File: src/rtl/apb_regfile_pkg.sv
// Shared types and constants for the APB register-file slave.
// Optional byte-strobe writes are enabled by defining APB_REGFILE_PSTRB_EN.
package apb_regfile_pkg;

  typedef enum logic {
    IDLE   = 1'b0,
    ACCESS = 1'b1
  } apb_state_t;

  localparam logic [31:0] ID_VALUE_DEFAULT = 32'hA9B0_0001;

  // Number of paddr bits that select a byte inside one data word.
  function automatic int byteOffsetWidth(input int dataW);
    return $clog2(dataW / 8);
  endfunction

endpackage

File: src/rtl/apb_wait_ctr.sv
// Loadable down-counter that inserts APB wait states.
// o_done is high whenever the count has reached zero.
module apb_wait_ctr #(
  parameter int W = 4
) (
  input  logic         i_clock,
  input  logic         i_reset,
  input  logic         i_load,
  input  logic [W-1:0] i_loadValue,
  output logic         o_done
);

  logic [W-1:0] r_cnt;

  always_ff @(posedge i_clock) begin
    if (i_reset) begin
      r_cnt <= '0;
    end else if (i_load) begin
      r_cnt <= i_loadValue;
    end else if (r_cnt != '0) begin
      r_cnt <= r_cnt - 1'b1;
    end
  end

  assign o_done = (r_cnt == '0);

endmodule

File: src/rtl/apb_regfile_slave.sv
// Parametrised APB3 register-file slave; word 0 is a read-only ID word.
// Define APB_REGFILE_PSTRB_EN to make writes honour pstrb byte strobes.
module apb_regfile_slave
  import apb_regfile_pkg::*;
#(
  parameter int          ADDR_W      = 8,
  parameter int          DATA_W      = 32,
  parameter int          DEPTH       = 16,
  parameter int          WAIT_STATES = 0,
  parameter logic [31:0] ID_VALUE    = ID_VALUE_DEFAULT
) (
  input  logic                pclk,
  input  logic                preset,
  input  logic                psel,
  input  logic                penable,
  input  logic                pwrite,
  input  logic [ADDR_W-1:0]   paddr,
  input  logic [DATA_W-1:0]   pwdata,
  input  logic [DATA_W/8-1:0] pstrb,
  output logic                pready,
  output logic [DATA_W-1:0]   prdata,
  output logic                pslverr
);

  localparam int OFFS_W = byteOffsetWidth(DATA_W);
  localparam int IDX_W  = ADDR_W - OFFS_W;
  localparam int MEM_AW = (DEPTH > 1) ? $clog2(DEPTH) : 1;
  localparam int NBYTES = DATA_W / 8;
  localparam logic [IDX_W:0] DEPTH_V = (IDX_W + 1)'(DEPTH);

  apb_state_t        r_state, w_nextState;
  logic [IDX_W-1:0]  r_idx;
  logic              r_write;
  logic              r_err;
  logic [DATA_W-1:0] r_wdata;
  logic [NBYTES-1:0] r_strb;
  logic [DATA_W-1:0] r_mem [DEPTH];

  logic [IDX_W-1:0]  w_idx;
  logic              w_err;
  logic              w_setup;
  logic              w_done;
  logic              w_commit;
  logic [NBYTES-1:0] w_strb;
  logic [DATA_W-1:0] w_rdWord;
  logic              w_unused;

  assign w_idx    = paddr[ADDR_W-1:OFFS_W];
  assign w_err    = ({1'b0, w_idx} >= DEPTH_V) || (pwrite && (w_idx == '0));
  assign w_setup  = (r_state == IDLE) && psel && !penable;
  assign w_commit = (r_state == ACCESS) && w_done && psel && penable && r_write && !r_err;
  assign w_rdWord = (r_idx == '0) ? ID_VALUE[DATA_W-1:0] : r_mem[r_idx[MEM_AW-1:0]];
  assign w_unused = ^{1'b0, paddr, pstrb};

`ifdef APB_REGFILE_PSTRB_EN
  assign w_strb = pstrb;
`else
  assign w_strb = '1;
`endif

  apb_wait_ctr #(
    .W(4)
  ) u_waitCtr (
    .i_clock     (pclk),
    .i_reset     (preset),
    .i_load      (w_setup),
    .i_loadValue (4'(WAIT_STATES)),
    .o_done      (w_done)
  );

  always_ff @(posedge pclk) begin
    if (preset) begin
      r_state <= IDLE;
    end else begin
      r_state <= w_nextState;
    end
  end

  // A dropped psel aborts the access; completion needs the full access phase.
  always_comb begin
    w_nextState = r_state;
    case (r_state)
      IDLE:    if (psel && !penable) w_nextState = ACCESS;
      ACCESS:  if (!psel || (w_done && penable)) w_nextState = IDLE;
      default: w_nextState = IDLE;
    endcase
  end

  always_comb begin
    pready  = 1'b0;
    pslverr = 1'b0;
    prdata  = '0;
    if ((r_state == ACCESS) && w_done) begin
      pready  = 1'b1;
      pslverr = r_err;
      if (!r_write && !r_err) prdata = w_rdWord;
    end
  end

  always_ff @(posedge pclk) begin
    if (preset) begin
      r_idx   <= '0;
      r_write <= 1'b0;
      r_err   <= 1'b0;
      r_wdata <= '0;
      r_strb  <= '0;
    end else if (w_setup) begin
      r_idx   <= w_idx;
      r_write <= pwrite;
      r_err   <= w_err;
      r_wdata <= pwdata;
      r_strb  <= w_strb;
    end
  end

  always_ff @(posedge pclk) begin
    if (preset) begin
      for (int i = 0; i < DEPTH; i++) r_mem[i] <= '0;
    end else if (w_commit) begin
      for (int b = 0; b < NBYTES; b++) begin
        if (r_strb[b]) r_mem[r_idx[MEM_AW-1:0]][b*8 +: 8] <= r_wdata[b*8 +: 8];
      end
    end
  end

endmodule

File: config.mk
export PLATFORM = sky130hd
export DESIGN_NAME = apb_regfile_slave
export DESIGN_NICKNAME = d
export VERILOG_FILES = /design/src/rtl/apb_regfile_pkg.sv /design/src/rtl/apb_wait_ctr.sv /design/src/rtl/apb_regfile_slave.sv
export SDC_FILE = /design/constraint.sdc
export NUM_CORES = 1
export LEC_CHECK = 0
export CORE_MARGIN = 4
export CORE_UTILIZATION = 40
export DETAILED_ROUTE_END_ITERATION = 10
export DONT_BUFFER_PORTS = 1
export PLACE_DENSITY_LB_ADDON = 0.1
export RECOVER_POWER = 100
export SYNTH_ARGS = -nofsm -noshare
export SYNTH_HDL_FRONTEND = slang
export SYNTH_HIERARCHICAL = 1
export SYNTH_SLANG_ARGS = --single-unit
File: constraint.sdc
create_clock -name pclk -period 6 [get_ports pclk]
set_input_delay 0.3 -clock pclk [delete_from_list [all_inputs] [get_ports pclk]]
set_output_delay 0.3 -clock pclk [all_outputs]
set_load 0.03 [all_outputs]
==> flow_summary_export.csv, run 1 <==
group,metric,value,unit
worst_setup_path,end_kind,"register",
sta,setup_viol,0,
power_and_ir_drop,pwr-share-seq,0.533,
synthesis,yosys.area_share.adder,0.0004956,
floorplan,start_util,0.4068,
synthesis,synth_ff_type,"edfxtp_1",
run,max_cap_viol_count,19,
worst_setup_path,required,6.24,ns
route,ant_nets,0,
sta,max_freq,208.4,MHz
route,wl,64830,um
clock_network,cts_sinks,562,
sta,fin_skew,0.01186,ns
synthesis,synth_compound_area_frac,0.02364,
final_layout,area_growth,10.43,%
synthesis,synth-edff-count,512,
grt,antenna_found_initial,1,
outcome,violations,"max-capacitance violations, max-slew violations",
grt,grt_pass1_vias,14056,
sta,tns,0,ns
final_layout,multiInputGateArea,7924,sq um
sta,rsz0062_at_grt,"false",
final_layout,nFillCells,5451,
synthesis,ys_warn_count,6,
grt,grtUsageTotal,0.1943,
final_layout,regArea,16380,sq um
synthesis,netlist_area,25250,sq um
power_and_ir_drop,p_sw,1.922,mW
grt,globalRouteOverflowTotal,0,
synthesis,synth.area.top_cells,"edfxtp_1 61%, and2_1 13%, mux4_2 11%",
synthesis,muxShareOfSynthArea,0.1329,
synthesis,synth_top_area_cell,"edfxtp_1",
synthesis,ys_seq_elements,562,
placed_design,gp_congestion,0.7194,
synthesis,yosysMostFrequentCell,"and2_1",
route,vias_per_cell,5.256,
worst_setup_path,reg2reg_depth,10,
power_and_ir_drop,intPower,6.538,mW
synthesis,yosysTopAreaCellShare,0.6090,
synthesis,synth.avg_cell_area,15.18,sq um
sta,slew_violations,569,
power_and_ir_drop,comb_power_share,0.058,
power_and_ir_drop,pwr-share-clk,0.408,
hold_path,min_path_cells,3,
grt,grt_first_pass_wirelength,95970,um
synthesis,synth.distinct_cells,40,
sta,fin_ws,1.202,ns
clock_network,path_clk_slew,0.06,ns
power_and_ir_drop,p_leak,9.382,nW
outcome,status,"complete, but fails checks",
clock_network,cts-resized-gates,0,
synthesis,yosysSeqAreaShare,0.6487,
final_layout,drive_gt1_frac,0.1366,
floorplan,die_w,259.2,um
route,wire_per_inst,25.42,um
sta,final-hold-violation-count,0,
power_and_ir_drop,swShare,0.2272,
placed_design,place_hpwl,35610,um
hold_path,hold_path_class,"input port to register",
final_layout,fin_nets,1716,
synthesis,synth_xor_area_frac,0.0006939,
sta,finalCritPeriodShare,0.7996,
clock_network,post_cts.repair.setup_buffers,0,
synthesis,synthTopCellsByCount,"513 x and2_1, 512 x edfxtp_1, 120 x mux4_2",
worst_setup_path,cp_max_fo,18,
floorplan,die_h,259.2,um
clock_network,cts_tree,"done",
worst_setup_path,crit_arrival,5.03,ns
sta,slew-limit-headroom,-0.4736,
route,dr.pass1.iters,4,
floorplan,rows,91,
sta,post-route-min-period,4.798,ns
power_and_ir_drop,powerDensity,303.5,nW/um^2
clock_network,htree_levels,2,
worst_setup_path,start_kind,"register",
placed_design,place_ws,2.003,ns
synthesis,synth_top_family_by_area,"simple AND/OR/NAND/NOR gates",
route,drt_iter0_markers,1115,
grt,grt_max_degree,49,
clock_network,root_buffer,"clkbuf_16",
synthesis,async_reset_ff_frac,0,
worst_setup_path,setup.worst_path.class,"register to register",
synthesis,yosys.area_share.simple,0.1616,
floorplan,dieArea,67200,sq um
sta,tightest_slew,2.210,ns
clock_network,ctsHoldBuffers,48,
route,num_vias,13404,
synthesis,synthCells,1663,
clock_network,worstSkewPairLatency,0.61,ns
floorplan,core_area,62050,sq um
placed_design,io_buffers,0,
power_and_ir_drop,total_power,8.460,mW
route,drcViolationCount,0,
floorplan,boundaryPins,83,
clock_network,clockBufferDepth,3,
clock_network,cts_buffers,60,
power_and_ir_drop,ir_worst_vdd,0.2074,mV
final_layout,num_antenna_cells,0,
[flip-flops by register name, indices dropped and copies added, names as in the netlist, named ones only]
register and cells:
r_strb 1, r_state 1, r_wdata 32, r_idx 6, r_write 1, u_waitCtr/r_cnt 4
r_err 1, r_mem 512
[placed cells by master (no fill, tap or decap), types with 3 or more instances in the layout]
cell,instances
dfxtp_1,47
conb_1,4
clkbuf_1,23
clkinv_1,21
a22oi_1,8
and2_1,332
nand2b_1,6
nand2_1,84
or3_1,3
clkbuf_16,61
inv_1,4
mux4_2,120
a211oi_1,10
edfxtp_1,512
nor2_1,4
mux2i_1,64
and2_0,181
buf_4,17
or2_1,10
or2_2,5
o22ai_1,34
a21oi_1,48
dlygate4sd3_1,47
nor3_1,18
or2_0,4
clkinv_2,8
clkbuf_2,6
nor2b_1,4
[power by group through the flow]
| stage | sequential, mW | combinational (mW) | clock (mW) |
|---|---|---|---|
| finish | 4.51 | 0.493 | 3.46 |
| global route | 4.53 | 0.534 | 3.71 |
| CTS | 4.51 | 0.517 | 3.54 |
| detailed placement | 4.60 | 0.482 | 0 |
| global placement | 4.59 | 0.480 | 0 |
| floorplan | 4.52 | 0.381 | 0 |
[routing by layer]
metal	vias to the layer above	GRT usage	routed length, um
met5	-	0	0
met4	0	0.03882	1061
met3	78	0.03122	2825
met2	270	0.3218	31430
met1	6978	0.2750	29510
li1	6078	-	-
[layout make-up]
type / instances / share of cell area
Timing Repair Buffer: 83 / 0.02585
Clock buffer: 74 / 0.05650
Sequential cell: 562 / 0.5877
Tap cell: 837 / 0.03756
Inverter: 4 / 0.0005386
Clock inverter: 35 / 0.007629
Multi-Input combinational cell: 955 / 0.2842
[per-stage QoR]
step	hold WS (ns)	std cells	utilization	cell area (sq um)
final	0.1362	2550	0.4493	27880
after global routing	0.1750	2550	0.4493	27880
after CTS	0.07022	2550	0.4533	28130
after detailed placement	0.3819	2393	0.4164	25840
after global placement	0.3776	2393	0.4164	25840
after floorplan	0.3793	1666	-	25260
[path summary, 6_finish.rpt]
kind | start | to | slack, ns
max | u_waitCtr/r_cnt[0] | r_mem[1][3] | 1.20
min | paddr[5] | r_err | 0.14
max reg2reg | u_waitCtr/r_cnt[0] | r_mem[1][3] | 1.20
min reg2reg | r_strb[0] | r_strb[0] | 0.49
[kinds of logic after synthesis]
| logic type | after synthesis |
|---|---|
| mux | 185 |
| flops | 562 |
| fa+ha+maj | 1 |
| xor+xnor | 2 |
| compound gates | 101 |
| simple gates | 662 |
| other cells | 1 |
| buf+inv | 149 |
[critical path: stages, from the launching register on]
cell      delay [ns]
dfxtp_1         0.32
inv_1           0.09
ha_1            0.18
nor3b_1         0.59
nand2_1         0.19
or4_1           0.57
buf_4           0.22
nor3_1          0.16
clkbuf_1        0.69
or2_2           0.63
clkbuf_2        0.71
(Power assumes the default switching activity.)
==> inputs of run 2 (changes only) <==
clock period = 4.7 ns   (was 6 ns; I/O delays follow)
==> flow_summary_export.csv, run 2 (synthesis gave the netlist of run 1 again) <==
group,metric,value,unit
outcome,status,"complete, but fails checks",
outcome,violations,"max-capacitance violations, max-slew violations",
sta,whs,0.2852,ns
final_layout,largest_reg_flops,512,
worst_setup_path,setup.worst_path.class,"register to output pin",
final_layout,final_area,28380,sq um
route,num_vias,13654,
route,drt_iter0_markers,1004,
floorplan,start_util,0.4068,
grt,grt_pass1_vias,14735,
clock_network,post_cts.repair.setup_buffers,0,
floorplan,dieArea,67200,sq um
power_and_ir_drop,intPower,8.866,mW
worst_setup_path,start_kind,"register",
worst_setup_path,required,4.47,ns
power_and_ir_drop,p_leak,9.563,nW
run,max_cap_viol_count,17,
sta,rsz0062_at_grt,"false",
worst_setup_path,cpPeakStageDelay,0.76,ns
worst_setup_path,slowest_stage,"or3_1",
route,drcViolationCount,0,
power_and_ir_drop,powerDensity,401.8,nW/um^2
clock_network,ctsHoldBuffers,48,
clock_network,clockBufferDepth,3,
power_and_ir_drop,pwr-share-clk,0.437,
grt,globalRouteOverflowTotal,0,
power_and_ir_drop,comb_power_share,0.059,
route,wl,66620,um
sta,tns,0,ns
clock_network,htree_levels,3,
sta,finalCritPeriodShare,0.9085,
floorplan,rows,91,
worst_setup_path,end_kind,"output pin",
floorplan,boundaryPins,83,
floorplan,die_w,259.2,um
route,vias_per_cell,5.248,
worst_setup_path,cp_max_fo,13,
sta,final-hold-violation-count,0,
placed_design,place_ws,1.158,ns
route,ant_nets,0,
clock_network,cts_buffers,66,
final_layout,multiInputGateArea,7935,sq um
placed_design,gp_congestion,0.7319,
worst_setup_path,crit_top_cell,"or3_1",
worst_setup_path,cp_cell_sequence,"inv_1, ha_1, nor3b_4, nand2_1, or3_1, or3_1, clkbuf_2, o22ai_1, clkbuf_1",
final_layout,top_register,"r_mem",
route,wire_per_inst,25.60,um
final_layout,regArea,16390,sq um
power_and_ir_drop,p_sw,2.536,mW
placed_design,place_hpwl,37910,um
grt,grt_max_degree,49,
worst_setup_path,r2r_slack,0.47,ns
final_layout,layout_common_cells,"512 x edfxtp_1, 289 x and2_1, 224 x and2_0, 120 x mux4_2, 84 x nand2_1",
final_layout,top_regs,"r_mem: 512 flops, r_wdata: 32 flops, r_idx: 6 flops",
worst_setup_path,crit_arrival,4.03,ns
grt,grt_first_pass_wirelength,99390,um
sta,setup_viol,0,
floorplan,die_h,259.2,um
final_layout,nFillCells,5479,
hold_path,hold_path_class,"input port to register",
clock_network,cts-resized-gates,0,
sta,max_freq,234.2,MHz
sta,slew-limit-headroom,-0.4037,
final_layout,layout_commonest_cell,"edfxtp_1",
power_and_ir_drop,pwr-share-seq,0.505,
clock_network,cts_tree,"done",
final_layout,area_growth,12.41,%
sta,tightest_slew,2.106,ns
clock_network,path_clk_slew,0.06,ns
sta,fin_skew,0.02631,ns
grt,antenna_found_initial,0,
worst_setup_path,cp_top_family,"simple AND/OR/NAND/NOR gates",
placed_design,placed_cell_area,26180,sq um
placed_design,io_buffers,0,
clock_network,worstSkewPairLatency,0.59,ns
final_layout,fin_nets,1764,
sta,slew_violations,536,
power_and_ir_drop,total_power,11.40,mW
floorplan,core_area,62050,sq um
sta,fin_ws,0.4301,ns
power_and_ir_drop,swShare,0.2224,
clock_network,cts_sinks,562,
route,dr.pass1.iters,5,
clock_network,root_buffer,"clkbuf_16",
sta,post-route-min-period,4.270,ns
worst_setup_path,worst-path-buf-inv,3,
power_and_ir_drop,ir_worst_vdd,0.2860,mV
final_layout,drive_gt1_frac,0.1446,
grt,grtUsageTotal,0.2015,
[run 2: changes by cell type in the layout (fill, tap and decap cells not counted), moves of 2 or more]
cell / delta
clkbuf_16: +8
buf_4: -3
clkbuf_1: +45
clkinv_1: -14
and2_1: -43
buf_12: +2
clkbuf_2: +7
clkbuf_8: +7
and2_0: +43
[run 2: layout make-up]
type,instances,area share
diodes,1,0.00008818
repair buffers,125,0.03214
multi-input cells,955,0.2796
flip-flops and latches,562,0.5775
clock buffers,99,0.06728
well taps,837,0.03690
clock inverters,19,0.005952
inverters,4,0.0005291
[run 2: power by group through the flow]
stage	Clock (mW)	Combinational [mW]	Sequential [mW]
final	4.98	0.668	5.75
after global routing	5.30	0.724	5.78
after CTS	5.09	0.700	5.75
after detailed placement	0	0.654	5.86
after global placement	0	0.650	5.85
after floorplan	0	0.486	5.77
[run 2: worst paths after layout]
check | from | to | cells after the start
max reg2reg | u_waitCtr/r_cnt[0] | r_mem[6][0] | 9
min | penable | r_state | 2
max | u_waitCtr/r_cnt[0] | prdata[15] | 9
min reg2reg | r_strb[0] | r_strb[0] | 2
[run 2: per-layer routing]
metal,wire length [um],vias to the layer above,GRT usage
met5,0,-,0
met4,1230,0,0.04542
met3,2625,82,0.03590
met2,33780,255,0.3485
met1,28990,7146,0.2678
li1,-,6171,-
[run 2: through the flow]
step           utilization  cells
6_report            0.4573   2602
5_1_grt             0.4573   2601
3_3_place_gp        0.4219   2435
3_5_place_dp        0.4219   2435
4_1_cts             0.4634   2601
2_1_floorplan            -   1666
==> inputs of run 3 (changes only) <==
RECOVER_POWER = default   (was 100)
==> flow_summary_export.csv, run 3 (synthesis gave the netlist of run 1 again) <==
group,metric,value,unit
route,wire_per_inst,25.55,um
final_layout,layout_commonest_cell,"and2_1",
clock_network,worstSkewPairLatency,0.59,ns
hold_path,min_path_cells,4,
clock_network,ctsHoldBuffers,48,
clock_network,cts_tree,"done",
run,max_cap_viol_count,0,
sta,final-hold-violation-count,0,
placed_design,gp_congestion,0.7319,
sta,whs,0.09477,ns
worst_setup_path,cp_max_fo,13,
placed_design,io_buffers,0,
route,drt_iter0_markers,899,
final_layout,fin_nets,1764,
final_layout,largest_reg_flops,512,
sta,rsz0062_at_grt,"false",
floorplan,core_area,62050,sq um
route,wl,66480,um
worst_setup_path,required,4.47,ns
clock_network,htree_levels,3,
grt,antenna_found_initial,0,
clock_network,cts_buffers,66,
placed_design,place_hpwl,37910,um
power_and_ir_drop,ir_worst_vdd,0.2846,mV
grt,grt_pass1_vias,14735,
floorplan,die_w,259.2,um
power_and_ir_drop,p_leak,10.15,nW
worst_setup_path,start_kind,"register",
floorplan,dieArea,67200,sq um
final_layout,regArea,16390,sq um
final_layout,drive_gt1_frac,0.1865,
final_layout,nFillCells,5406,
sta,slew-limit-headroom,0.3607,
floorplan,rows,91,
route,num_vias,13661,
hold_path,hold_path_class,"input port to register",
grt,grt_first_pass_wirelength,99390,um
floorplan,start_util,0.4068,
worst_setup_path,setup.worst_path.class,"register to output pin",
clock_network,clockBufferDepth,3,
final_layout,multiInputGateArea,8115,sq um
grt,grt_max_degree,49,
clock_network,cts_sinks,562,
worst_setup_path,end_kind,"output pin",
final_layout,area_growth,13.92,%
worst_setup_path,reg2reg_depth,9,
power_and_ir_drop,powerDensity,396.8,nW/um^2
grt,grtUsageTotal,0.2015,
floorplan,boundaryPins,83,
route,ant_nets,0,
route,dr.pass1.iters,5,
sta,tightest_slew,0.9590,ns
final_layout,top_register,"r_mem",
sta,tns,0,ns
clock_network,cts-resized-gates,0,
sta,finalCritPeriodShare,0.8759,
worst_setup_path,crit_arrival,3.88,ns
sta,post-route-min-period,4.117,ns
clock_network,post_cts.repair.setup_buffers,0,
sta,max_freq,242.9,MHz
sta,setup_viol,0,
outcome,status,"complete, no violations",
route,vias_per_cell,5.250,
clock_network,root_buffer,"clkbuf_16",
grt,globalRouteOverflowTotal,0,
floorplan,die_h,259.2,um
final_layout,layout_common_cells,"513 x and2_1, 512 x edfxtp_1, 120 x mux4_2, 84 x nand2_1, 74 x buf_4",
sta,fin_skew,0.02525,ns
sta,slew_violations,0,
clock_network,path_clk_slew,0.06,ns
route,drcViolationCount,0,
final_layout,top_regs,"r_mem: 512 flops, r_wdata: 32 flops, r_idx: 6 flops",
[run 3: cell count changes in the layout (fill, tap and decap cells not counted), sizes merged]
| cell | previous run | this run |
|---|---|---|
| buf | 18 | 78 |
| clkbuf | 159 | 99 |
[run 3: cell type report]
class                      instances  share of cell area
multi-input combinational        955              0.2822
inverter                           4           0.0005221
tap                              837             0.03641
timing repair buffer             125             0.03872
clock inverter                    19            0.005873
antenna                            1          0.00008701
clock buffer                      99             0.06639
sequential                       562              0.5698
[run 3: through the flow]
stage               power [mW]  utilization  worst slack (ns)  cells  instance area (sq um)
CTS                      11.54       0.4634            0.5424   2601                  28760
floorplan                6.259            -             1.495   1666                  25260
global placement         6.499       0.4219             1.200   2435                  26180
finish                   11.41       0.4635            0.5832   2602                  28760
detailed placement       6.512       0.4219             1.158   2435                  26180
global route             11.82       0.4634            0.3879   2601                  28760
[run 3: final timing paths]
kind                                         start      endpoint  slack, ns
worst max-delay path            u_waitCtr/r_cnt[0]    prdata[14]       0.58
worst min-delay path                          psel      r_idx[4]       0.09
worst max register to register  u_waitCtr/r_cnt[0]  r_mem[7][28]       1.16
worst min register to register           r_strb[0]     r_strb[0]       0.48
[run 3: critical path: stages (launching register included)]
cell and delay, ns:
dfxtp_1 0.31, inv_1 0.08, ha_1 0.18, nor3b_4 0.33, nand2_1 0.13, or3_1 0.54
or3_1 0.75, buf_4 0.37, o22ai_1 0.55
[run 3: where the power goes]
part	internal [mW]	leakage, nW	total (mW)	switching (mW)
Combinational	0.288	3.44	0.684	0.396
Sequential	5.62	5.70	5.75	0.133
Clock	2.97	1.02	4.98	2.01
[run 3: layer usage]
metal / up-vias / global-route usage / share of wire
li1: 6180 / - / -
met4: 0 / 0.04542 / 0.018
met1: 7130 / 0.2678 / 0.43
met5: - / 0 / 0
met3: 82 / 0.03590 / 0.041
met2: 269 / 0.3485 / 0.51
